`config.mk`:
```
export PLATFORM = sky130hd
export DESIGN_NAME = memory_arbiter_flat
export DESIGN_NICKNAME = d
export VERILOG_FILES = /design/src/rtl/memory_arbiter_pkg.sv /design/src/rtl/memory_arbiter_if.sv /design/src/rtl/memory_arbiter.sv /design/src/flat_wrapper.sv
export SDC_FILE = /design/constraint.sdc
export NUM_CORES = 1
export LEC_CHECK = 0
export ABC_AREA = 1
export CORE_AREA = 2 2 104 106
export CTS_CLUSTER_DIAMETER = 80
export CTS_CLUSTER_SIZE = 28
export DETAILED_ROUTE_END_ITERATION = 10
export DIE_AREA = 0 0 106 108
export GPL_ROUTABILITY_DRIVEN = 0
export PLACE_DENSITY = 0.77
export SYNTH_ARGS = -nofsm -noshare
export SYNTH_HDL_FRONTEND = slang
export SYNTH_SLANG_ARGS = --single-unit
```
`constraint.sdc`:
```
create_clock -name CLK -period 5.7 [get_ports CLK]
set_clock_uncertainty 0.15 [all_clocks]
set_input_delay 1.71 -clock CLK [delete_from_list [all_inputs] [get_ports CLK]]
set_output_delay 1.71 -clock CLK [all_outputs]
set_load 0.005 [all_outputs]
```
`src/rtl/memory_arbiter_pkg.sv`:
```
// memory_arbiter_pkg
//   Shared types and constants for the RAM arbiter:
//   - ramstate_t  : status reported by the RAM model each cycle
//   - arb_state_t : arbiter grant state
//   - ERR_WORD_DEFAULT : load value substituted on ERROR / timeout
//   - ram_done()  : true when the RAM has finished the current access
package memory_arbiter_pkg;

  typedef enum logic [1:0] {
    FREE   = 2'd0,
    BUSY   = 2'd1,
    ACCESS = 2'd2,
    ERROR  = 2'd3
  } ramstate_t;

  typedef enum logic [1:0] {
    IDLE   = 2'd0,
    IGRANT = 2'd1,
    DGRANT = 2'd2
  } arb_state_t;

  localparam logic [31:0] ERR_WORD_DEFAULT = 32'hBAD1_BAD1;

  // RAM has finished the access, successfully or not.
  function automatic logic ram_done(input ramstate_t s);
    return (s == ACCESS) || (s == ERROR);
  endfunction

endpackage

```
`src/rtl/memory_arbiter_if.sv`:
```
// memory_arbiter_if
//   Bundles the cache-side request streams and the RAM-side bus.
//   Cache side : iREN/iaddr -> iwait/iload (fetch), dREN/dWEN/daddr/dstore ->
//                dwait/dload (data), err (sticky error status).
//   RAM side   : ramREN/ramWEN/ramaddr/ramstore -> ramload/ramstate.
//   Modports: slave = the arbiter, master = the surrounding cache + RAM.
interface memory_arbiter_if;
  import memory_arbiter_pkg::*;

  logic        iREN;
  logic [31:0] iaddr;
  logic        iwait;
  logic [31:0] iload;
  logic        dREN;
  logic        dWEN;
  logic [31:0] daddr;
  logic [31:0] dstore;
  logic        dwait;
  logic [31:0] dload;
  logic        ramREN;
  logic        ramWEN;
  logic [31:0] ramaddr;
  logic [31:0] ramstore;
  logic [31:0] ramload;
  ramstate_t   ramstate;
  logic        err;

  modport slave (
    input  iREN, iaddr, dREN, dWEN, daddr, dstore, ramload, ramstate,
    output iwait, iload, dwait, dload, ramREN, ramWEN, ramaddr, ramstore, err
  );

  modport master (
    output iREN, iaddr, dREN, dWEN, daddr, dstore, ramload, ramstate,
    input  iwait, iload, dwait, dload, ramREN, ramWEN, ramaddr, ramstore, err
  );

endinterface

```
`src/rtl/memory_arbiter.sv`:
```
// memory_arbiter
//   Shares a single-ported RAM between instruction fetch and data accesses.
//   One requester is granted at a time; the grant is held until the RAM
//   reports ACCESS or ERROR, the timer reaches TIMEOUT, or the requester
//   drops its request (abort). Data wins by default, but after DSTREAK_MAX
//   consecutive data grants with a fetch waiting, the fetch is forced.
//   Ports:
//     CLK  - clock, rising edge
//     nRST - asynchronous reset, active high
//     bus  - memory_arbiter_if.slave (cache requests, RAM bus, err flag)
//   RAM strobes, waits and loads are combinational from the registered
//   state, the granted requester's inputs and ramstate.
module memory_arbiter
  import memory_arbiter_pkg::*;
#(
  parameter int unsigned DSTREAK_MAX = 4,
  parameter int unsigned TIMEOUT     = 255,
  parameter logic [31:0] ERR_WORD    = ERR_WORD_DEFAULT
) (
  input  logic             CLK,
  input  logic             nRST,
  memory_arbiter_if.slave  bus
);

  localparam logic [3:0] STREAK_MAX_C = DSTREAK_MAX[3:0];
  localparam logic [7:0] TIMEOUT_C    = TIMEOUT[7:0];

  arb_state_t  state_q, state_d;
  logic [3:0]  streak_q, streak_d;
  logic [7:0]  timer_q, timer_d;
  logic        err_q, err_d;

  logic        d_req_s;
  logic        done_s;
  logic        fail_s;
  logic [31:0] result_s;
  logic        iwait_s, dwait_s, ramren_s, ramwen_s;
  logic [31:0] iload_s, dload_s, ramaddr_s, ramstore_s;

  assign d_req_s  = bus.dREN | bus.dWEN;
  // A grant ends on a RAM verdict or when the timer has run out.
  assign done_s   = ram_done(bus.ramstate) | (timer_q == TIMEOUT_C);
  assign fail_s   = (bus.ramstate != ACCESS);
  assign result_s = fail_s ? ERR_WORD : bus.ramload;

  // Next-state, counters and all combinational outputs.
  always_comb begin
    state_d    = state_q;
    streak_d   = streak_q;
    timer_d    = timer_q;
    err_d      = err_q;
    iwait_s    = bus.iREN;
    dwait_s    = d_req_s;
    iload_s    = 32'h0000_0000;
    dload_s    = 32'h0000_0000;
    ramren_s   = 1'b0;
    ramwen_s   = 1'b0;
    ramaddr_s  = 32'h0000_0000;
    ramstore_s = 32'h0000_0000;

    case (state_q)
      IDLE: begin
        timer_d = 8'd0;
        // With no fetch waiting, the starvation streak is meaningless.
        if (!bus.iREN) begin
          streak_d = 4'd0;
        end else begin
          streak_d = streak_q;
        end
        if (d_req_s && (!bus.iREN || (streak_q < STREAK_MAX_C))) begin
          state_d = DGRANT;
        end else if (bus.iREN) begin
          state_d = IGRANT;
        end else begin
          state_d = IDLE;
        end
      end

      IGRANT: begin
        timer_d = timer_q + 8'd1;
        if (!bus.iREN) begin
          // Requester withdrew: abort quietly, strobes already off.
          state_d = IDLE;
        end else begin
          ramren_s  = 1'b1;
          ramaddr_s = bus.iaddr;
          if (done_s) begin
            iwait_s  = 1'b0;
            iload_s  = result_s;
            state_d  = IDLE;
            streak_d = 4'd0;
            err_d    = err_q | fail_s;
          end else begin
            state_d = IGRANT;
          end
        end
      end

      DGRANT: begin
        timer_d = timer_q + 8'd1;
        if (!d_req_s) begin
          state_d = IDLE;
        end else begin
          // dREN and dWEN together count as a write.
          ramren_s   = bus.dREN & ~bus.dWEN;
          ramwen_s   = bus.dWEN;
          ramaddr_s  = bus.daddr;
          ramstore_s = bus.dstore;
          if (done_s) begin
            dwait_s = 1'b0;
            dload_s = result_s;
            state_d = IDLE;
            err_d   = err_q | fail_s;
            if (bus.iREN && (streak_q < STREAK_MAX_C)) begin
              streak_d = streak_q + 4'd1;
            end else begin
              streak_d = streak_q;
            end
          end else begin
            state_d = DGRANT;
          end
        end
      end

      default: begin
        state_d = IDLE;
      end
    endcase
  end

  // State, streak, timer and sticky error registers.
  always_ff @(posedge CLK or posedge nRST) begin
    if (nRST) begin
      state_q  <= IDLE;
      streak_q <= 4'd0;
      timer_q  <= 8'd0;
      err_q    <= 1'b0;
    end else begin
      state_q  <= state_d;
      streak_q <= streak_d;
      timer_q  <= timer_d;
      err_q    <= err_d;
    end
  end

  assign bus.iwait    = iwait_s;
  assign bus.iload    = iload_s;
  assign bus.dwait    = dwait_s;
  assign bus.dload    = dload_s;
  assign bus.ramREN   = ramren_s;
  assign bus.ramWEN   = ramwen_s;
  assign bus.ramaddr  = ramaddr_s;
  assign bus.ramstore = ramstore_s;
  assign bus.err      = err_q;

endmodule

```
`src/flat_wrapper.sv`:
```
// flat-port wrapper written by rule: the top's interface ports become plain ports
module memory_arbiter_flat import memory_arbiter_pkg::*;
#(
  parameter int unsigned DSTREAK_MAX = 4,
  parameter int unsigned TIMEOUT     = 255,
  parameter logic [31:0] ERR_WORD    = ERR_WORD_DEFAULT
)
  (CLK, nRST, bus_iREN, bus_iaddr, bus_dREN, bus_dWEN, bus_daddr, bus_dstore, bus_ramload, bus_ramstate, bus_iwait, bus_iload, bus_dwait, bus_dload, bus_ramREN, bus_ramWEN, bus_ramaddr, bus_ramstore, bus_err);
  memory_arbiter_if bus_i ();
  input  logic CLK;
  input  logic nRST;
  input wire logic [$bits(bus_i.iREN)-1:0] bus_iREN;
  input wire logic [$bits(bus_i.iaddr)-1:0] bus_iaddr;
  input wire logic [$bits(bus_i.dREN)-1:0] bus_dREN;
  input wire logic [$bits(bus_i.dWEN)-1:0] bus_dWEN;
  input wire logic [$bits(bus_i.daddr)-1:0] bus_daddr;
  input wire logic [$bits(bus_i.dstore)-1:0] bus_dstore;
  input wire logic [$bits(bus_i.ramload)-1:0] bus_ramload;
  input wire logic [$bits(bus_i.ramstate)-1:0] bus_ramstate;
  output wire logic [$bits(bus_i.iwait)-1:0] bus_iwait;
  output wire logic [$bits(bus_i.iload)-1:0] bus_iload;
  output wire logic [$bits(bus_i.dwait)-1:0] bus_dwait;
  output wire logic [$bits(bus_i.dload)-1:0] bus_dload;
  output wire logic [$bits(bus_i.ramREN)-1:0] bus_ramREN;
  output wire logic [$bits(bus_i.ramWEN)-1:0] bus_ramWEN;
  output wire logic [$bits(bus_i.ramaddr)-1:0] bus_ramaddr;
  output wire logic [$bits(bus_i.ramstore)-1:0] bus_ramstore;
  output wire logic [$bits(bus_i.err)-1:0] bus_err;
  assign bus_i.iREN = bus_iREN;
  assign bus_i.iaddr = bus_iaddr;
  assign bus_i.dREN = bus_dREN;
  assign bus_i.dWEN = bus_dWEN;
  assign bus_i.daddr = bus_daddr;
  assign bus_i.dstore = bus_dstore;
  assign bus_i.ramload = bus_ramload;
  assign bus_i.ramstate = bus_ramstate;
  assign bus_iwait = bus_i.iwait;
  assign bus_iload = bus_i.iload;
  assign bus_dwait = bus_i.dwait;
  assign bus_dload = bus_i.dload;
  assign bus_ramREN = bus_i.ramREN;
  assign bus_ramWEN = bus_i.ramWEN;
  assign bus_ramaddr = bus_i.ramaddr;
  assign bus_ramstore = bus_i.ramstore;
  assign bus_err = bus_i.err;
  memory_arbiter #(.DSTREAK_MAX(DSTREAK_MAX), .TIMEOUT(TIMEOUT), .ERR_WORD(ERR_WORD)) u_core (.CLK(CLK), .nRST(nRST), .bus(bus_i));
endmodule
```
* Word level (Yosys, flattened, before mapping)
Cells that the tools add are included.
** Storage, ports and cells
- Word-level logic and storage cells :: 76
- Bits in registers :: 15
- Output and inout port bits :: 133
- Input bits :: 135
** Operators by class
- Muxes and demuxes :: 40
- $lt $le $gt $ge :: 1
- Reduce and logical (&&, ||, !) cells :: 12
- Bitwise gates (word level) :: 5
- Add/sub/neg operators :: 2
- Equality and inequality tests :: 12
** Operators with widths (count)
- 2-to-1 mux 32 bit :: 10
- one-hot mux 32 bit (2 select lines) :: 1
- 2-to-1 mux 4 bit :: 6
- one-hot mux 8 bit (2 select lines) :: 1
- 2-to-1 mux 1 bit :: 14
- one-hot mux 4 bit (3 select lines) :: 1
- adder 8 x 1 -> 8 bit, second input constant :: 1
- == test 8 bit, second input constant :: 1
- 2-to-1 mux 2 bit :: 4
- != test 2 x 1 -> 1 bit, second input constant :: 4
- AND reduction 7 bit :: 1
- == test 2 bit, second input constant :: 3
- != test 2 bit, second input constant :: 3
- one-hot mux 2 bit (3 select lines) :: 1
- adder 4 x 1 -> 4 bit, second input constant :: 1
- less-than comparator 4 x 3 -> 1 bit, second input constant :: 1
- one-hot mux 1 bit (2 select lines) :: 2
- nonzero test 2 bit :: 2
- OR 1 bit :: 3
- AND reduction 3 bit :: 1
- nonzero test 3 bit :: 1
- == test 2 x 1 -> 1 bit, second input constant :: 1
- logical AND 1 bit :: 2
- zero test 2 bit :: 1
- 5 further kinds :: 6

* Logic depth before layout (Yosys ltp)
- Depth after elaboration :: 6
- Mapped depth :: 8

* Least setup slack after synthesis
No wires, ideal clock.
- Path type :: input -> output
- Start point :: input port bus_ramstate[1]
- End point :: output port bus_dload[20]
- Slack :: 1.438 ns
- Path buffers :: 1
- Arrival time :: 2.402 ns
- Cell stages on the path :: 6
- Data required time :: 3.840 ns
- Cells stage by stage :: inv_2 -> nor2_4 -> inv_2 -> buf_4 -> o21ai_2 -> nor2_1
** On the way
- Cells in the longest elaborated chain, start to end :: 6
- Elaborated cells on any way between the ends :: 9
- Classes of those cells :: 3 x eq/ne; 4 x mux; 1 x bitwise; 1 x reduce/logical
** RTL lines
- from (decl) :: line flat_wrapper.sv:19 : input wire logic [$bits(bus_i.ramstate)-1:0] bus_ramstate;
- == test 2 bit :: line memory_arbiter_pkg.sv:26 : return (s == ACCESS) || (s == ERROR);
- logical OR 1 bit :: line memory_arbiter_pkg.sv:26
- OR 1 bit :: line memory_arbiter.sv:42 : assign done_s = ram_done(bus.ramstate) | (timer_q == TIMEOUT_C);
- 2-to-1 mux 32 bit * :: line memory_arbiter.sv:109 : if (done_s) begin
- 2-to-1 mux 32 bit * :: line memory_arbiter.sv:101 : if (!d_req_s) begin
- 2-to-1 mux 32 bit * :: line memory_arbiter.sv:61 : case (state_q)
- to (decl) :: line flat_wrapper.sv:23 : output wire logic [$bits(bus_i.dload)-1:0] bus_dload;
Every way passes the cells marked *; elsewhere a longest branch is shown, timed or not.

* Final worst setup path
- Start point :: input port bus_dWEN
- End point :: output port bus_ramaddr[17]
** On the way
- Cells in the longest elaborated chain, start to end :: 3
** RTL lines
- from (decl) :: line flat_wrapper.sv:15 : input wire logic [$bits(bus_i.dWEN)-1:0] bus_dWEN;
- OR 1 bit :: line memory_arbiter.sv:40 : assign d_req_s = bus.dREN | bus.dWEN;
- 2-to-1 mux 32 bit :: line memory_arbiter.sv:101
- one-hot mux 32 bit (2 select lines) :: line memory_arbiter.sv:61
- to (decl) :: line flat_wrapper.sv:26 : output wire logic [$bits(bus_i.ramaddr)-1:0] bus_ramaddr;
No other way between the ends.

==> results.md <==
* Vias in the first global route at 3185
* CTS Sinks at 15
* Status: completed
* Initial antenna violation count at 0
* Synth top area cells: nor2_1 (20%), nand2_1 (19%), dfrtp_1 (17%)
* Final hold vios at 0
* PD cells at 228 mW/mm^2
* Netlist cell types at 26
* Async SR Flop Fraction at 100%
* Ports at 268
* Routed vias at 3500
* Final Util at 48.9%
* Synth Warn # at 0
* Worst IR Drop VDD at 203 uV
* Post-synth EDFFs at 0
* Share of layout cells above drive strength 1 at 5.86%
* DP Cell Count at 798
* Setup Buffers After CTS at 0
* Endpoint class of the critical path: output pin
* Top-area cell type share of the netlist area at 20.2%
* Mapped Nets at 552
* CTS resizes at 0
* WL final at 11400 um
* Slew Limit Fails at 0
* Hpwl dp at 9190 um
* Post-layout min period at 5.46 ns
* Crit path to: bus_ramaddr[17]
* Num CTS Buffers at 3
* Final Instance Area at 0.00500 sq mm
* Final setup vio count at 0
* First drt pass iteration count at 4
* Vias/cell at 4.36
* Critical path startpoint category: input port
* Reg2Reg Setup Slack at 3.31 ns
* RSZ-0062 raised after global routing: false
* Crit-path max FO at 33
* R2r endpoint: u_core.bus.err$_DFFE_PP0P_
* Most frequent cells in the layout: clkdlybuf4s50_1 (267), nor2_1 (117), nand2_1 (112)
* Slew headroom at 35.2%
* # diodes at 0
* Hold Crit Class: flip-flop to flip-flop
* Worst-path clk slew at 0.06 ns
* First-pass GRT wire length at 16400 um
* FP Rows at 37
* Die H at 108 um
* Post-synth top flop: dfrtp_1
* DRC violations left at 0
* Dominant cell type by area after synthesis: nor2_1
* Initial Util at 21.2%
* Final layout net count at 809
* Congestion Overflow GR at 0
* Gr usage total at 17.8%
* CTS Hold Bufs at 0
* Fmax at 183 MHz
* CTS tree: done
* MaxCap Viol Count at 0
* Antenna viol nets, final at 0
* Setup CP Type: input port to output pin
* Longest Clk Path Bufs at 2
* Routed len/inst at 14.2 um
* Flop and latch count out of synthesis at 15
* Critical path required time at 3.84 ns
* Setup_tns at 0 ns
* Core area at 0.0102 sq mm
* Post-synthesis area per instance at 5.29 sq um
* Register-to-Register Path Depth at 6
* Share of the yosys chip area belonging to registers at 17.3%
* Die area at 0.0114 sq mm
* DR iter-0 viols at 321
* Reg-to-reg critical path startpoint: u_core.state_q[0]$_DFF_PP0_
* Skew-Pair Late Insertion Delay at 0.25 ns
* Cell count after synthesis at 410
* CTS H-tree lvls at 1
* Worst Setup SP: bus_dWEN
* DIE WIDTH at 106 um
* P&R area growth vs syn at 131%
* CP arrival at 3.60 ns
* Worst-Margin Slew at 0.966 ns
* Commonest non-fill, non-tap cell in the layout: clkdlybuf4s50_1
* Final worst-path cycle share at 95.8%
* Pleak at 2.06 nW
* Cell Area, Placed at 0.00496 sq mm
* Largest net degree at the start of global routing at 36
* Buffers on Ports at 267
* Post-Synthesis Cell Area at 0.00217 sq mm
* Non-Filler Instances at 802
* Clock Root Buffer: clkbuf_8
[sequential cells by signal (all words and copies together) (netlist names)]
register,cells
u_core.timer_q,8
u_core.streak_q,4
u_core.bus.err,1
u_core.state_q,2
[cells by family after synthesis]
family                     count (synthesis)  share of synthesized area (%)
DFF                                       15                           17.3
AOI/OAI and AO/OA                         64                           17.9
buffers and inverters                     74                           15.1
xor gates and xnor gates                   1                          0.404
adders and majority gates                  7                           4.04
and+or+nand+nor                          249                           45.2
[report_power, final]
group	leakage [nW]	switching (mW)	internal, mW
combinational	1.84	0.439	0.467
sequential	0.197	0.0217	0.128
clock	0.0228	0.0365	0.0496
[how the worst min path moves through the flow]
| stage | start | end | slack, ns | cells past startpoint |
|---|---|---|---|---|
| floorplan | u_core.streak_q[1]$_DFFE_PP0P_ | u_core.streak_q[1]$_DFFE_PP0P_ | 0.30 | 2 |
| global placement | u_core.bus.err$_DFFE_PP0P_ | u_core.bus.err$_DFFE_PP0P_ | 0.31 | 2 |
| detailed placement | u_core.bus.err$_DFFE_PP0P_ | u_core.bus.err$_DFFE_PP0P_ | 0.32 | 2 |
| CTS | u_core.bus.err$_DFFE_PP0P_ | u_core.bus.err$_DFFE_PP0P_ | 0.33 | 2 |
| global route | u_core.bus.err$_DFFE_PP0P_ | u_core.bus.err$_DFFE_PP0P_ | 0.36 | 2 |
| finish | u_core.bus.err$_DFFE_PP0P_ | u_core.bus.err$_DFFE_PP0P_ | 0.33 | 2 |
[metrics by stage]
stage                     power, mW  worst slack (ns)  hold slack (ns)
after floorplan               0.545              1.44            0.296
after global placement         1.04             0.258            0.306
after detailed placement       1.06             0.242            0.322
after CTS                      1.15             0.243            0.335
after global routing           1.24             0.114            0.357
final                          1.14             0.241            0.326
[cell usage after synthesis (4+ instances only)]
| cell | instances |
|---|---|
| nor2_1 | 117 |
| buf_2 | 12 |
| nand3_1 | 9 |
| clkbuf_1 | 6 |
| a21oi_1 | 43 |
| nand2_2 | 4 |
| inv_2 | 4 |
| dfrtp_1 | 15 |
| ha_1 | 7 |
| inv_1 | 47 |
| o21ai_2 | 17 |
| nand2_1 | 112 |
[metal layers]
metal  up-vias  global-route usage [%]  wire, um
met5         -                       0         0
met4         0                    2.82        96
met3         9                    4.34       901
met2       155                    33.5      5950
met1      1583                    20.9      4410
li1       1753                       -         -
[critical path: stages]
cell             delay [ns]
clkdlybuf4s50_1        0.51
nand2_1                0.09
nand2_2                0.10
buf_4                  0.32
nand2_1                0.09
a21oi_1                0.18
clkdlybuf4s50_1        0.58
[final cells by class]
cell class	instances	area, sq um
repair buffers	274	2750
fillers	1011	5230
clock buffers	4	45.0
inverters	52	195
flip-flops and latches	15	375
multi-input cells	321	1470
well taps	136	170
No activity file was read; power rests on OpenSTA's default activity.
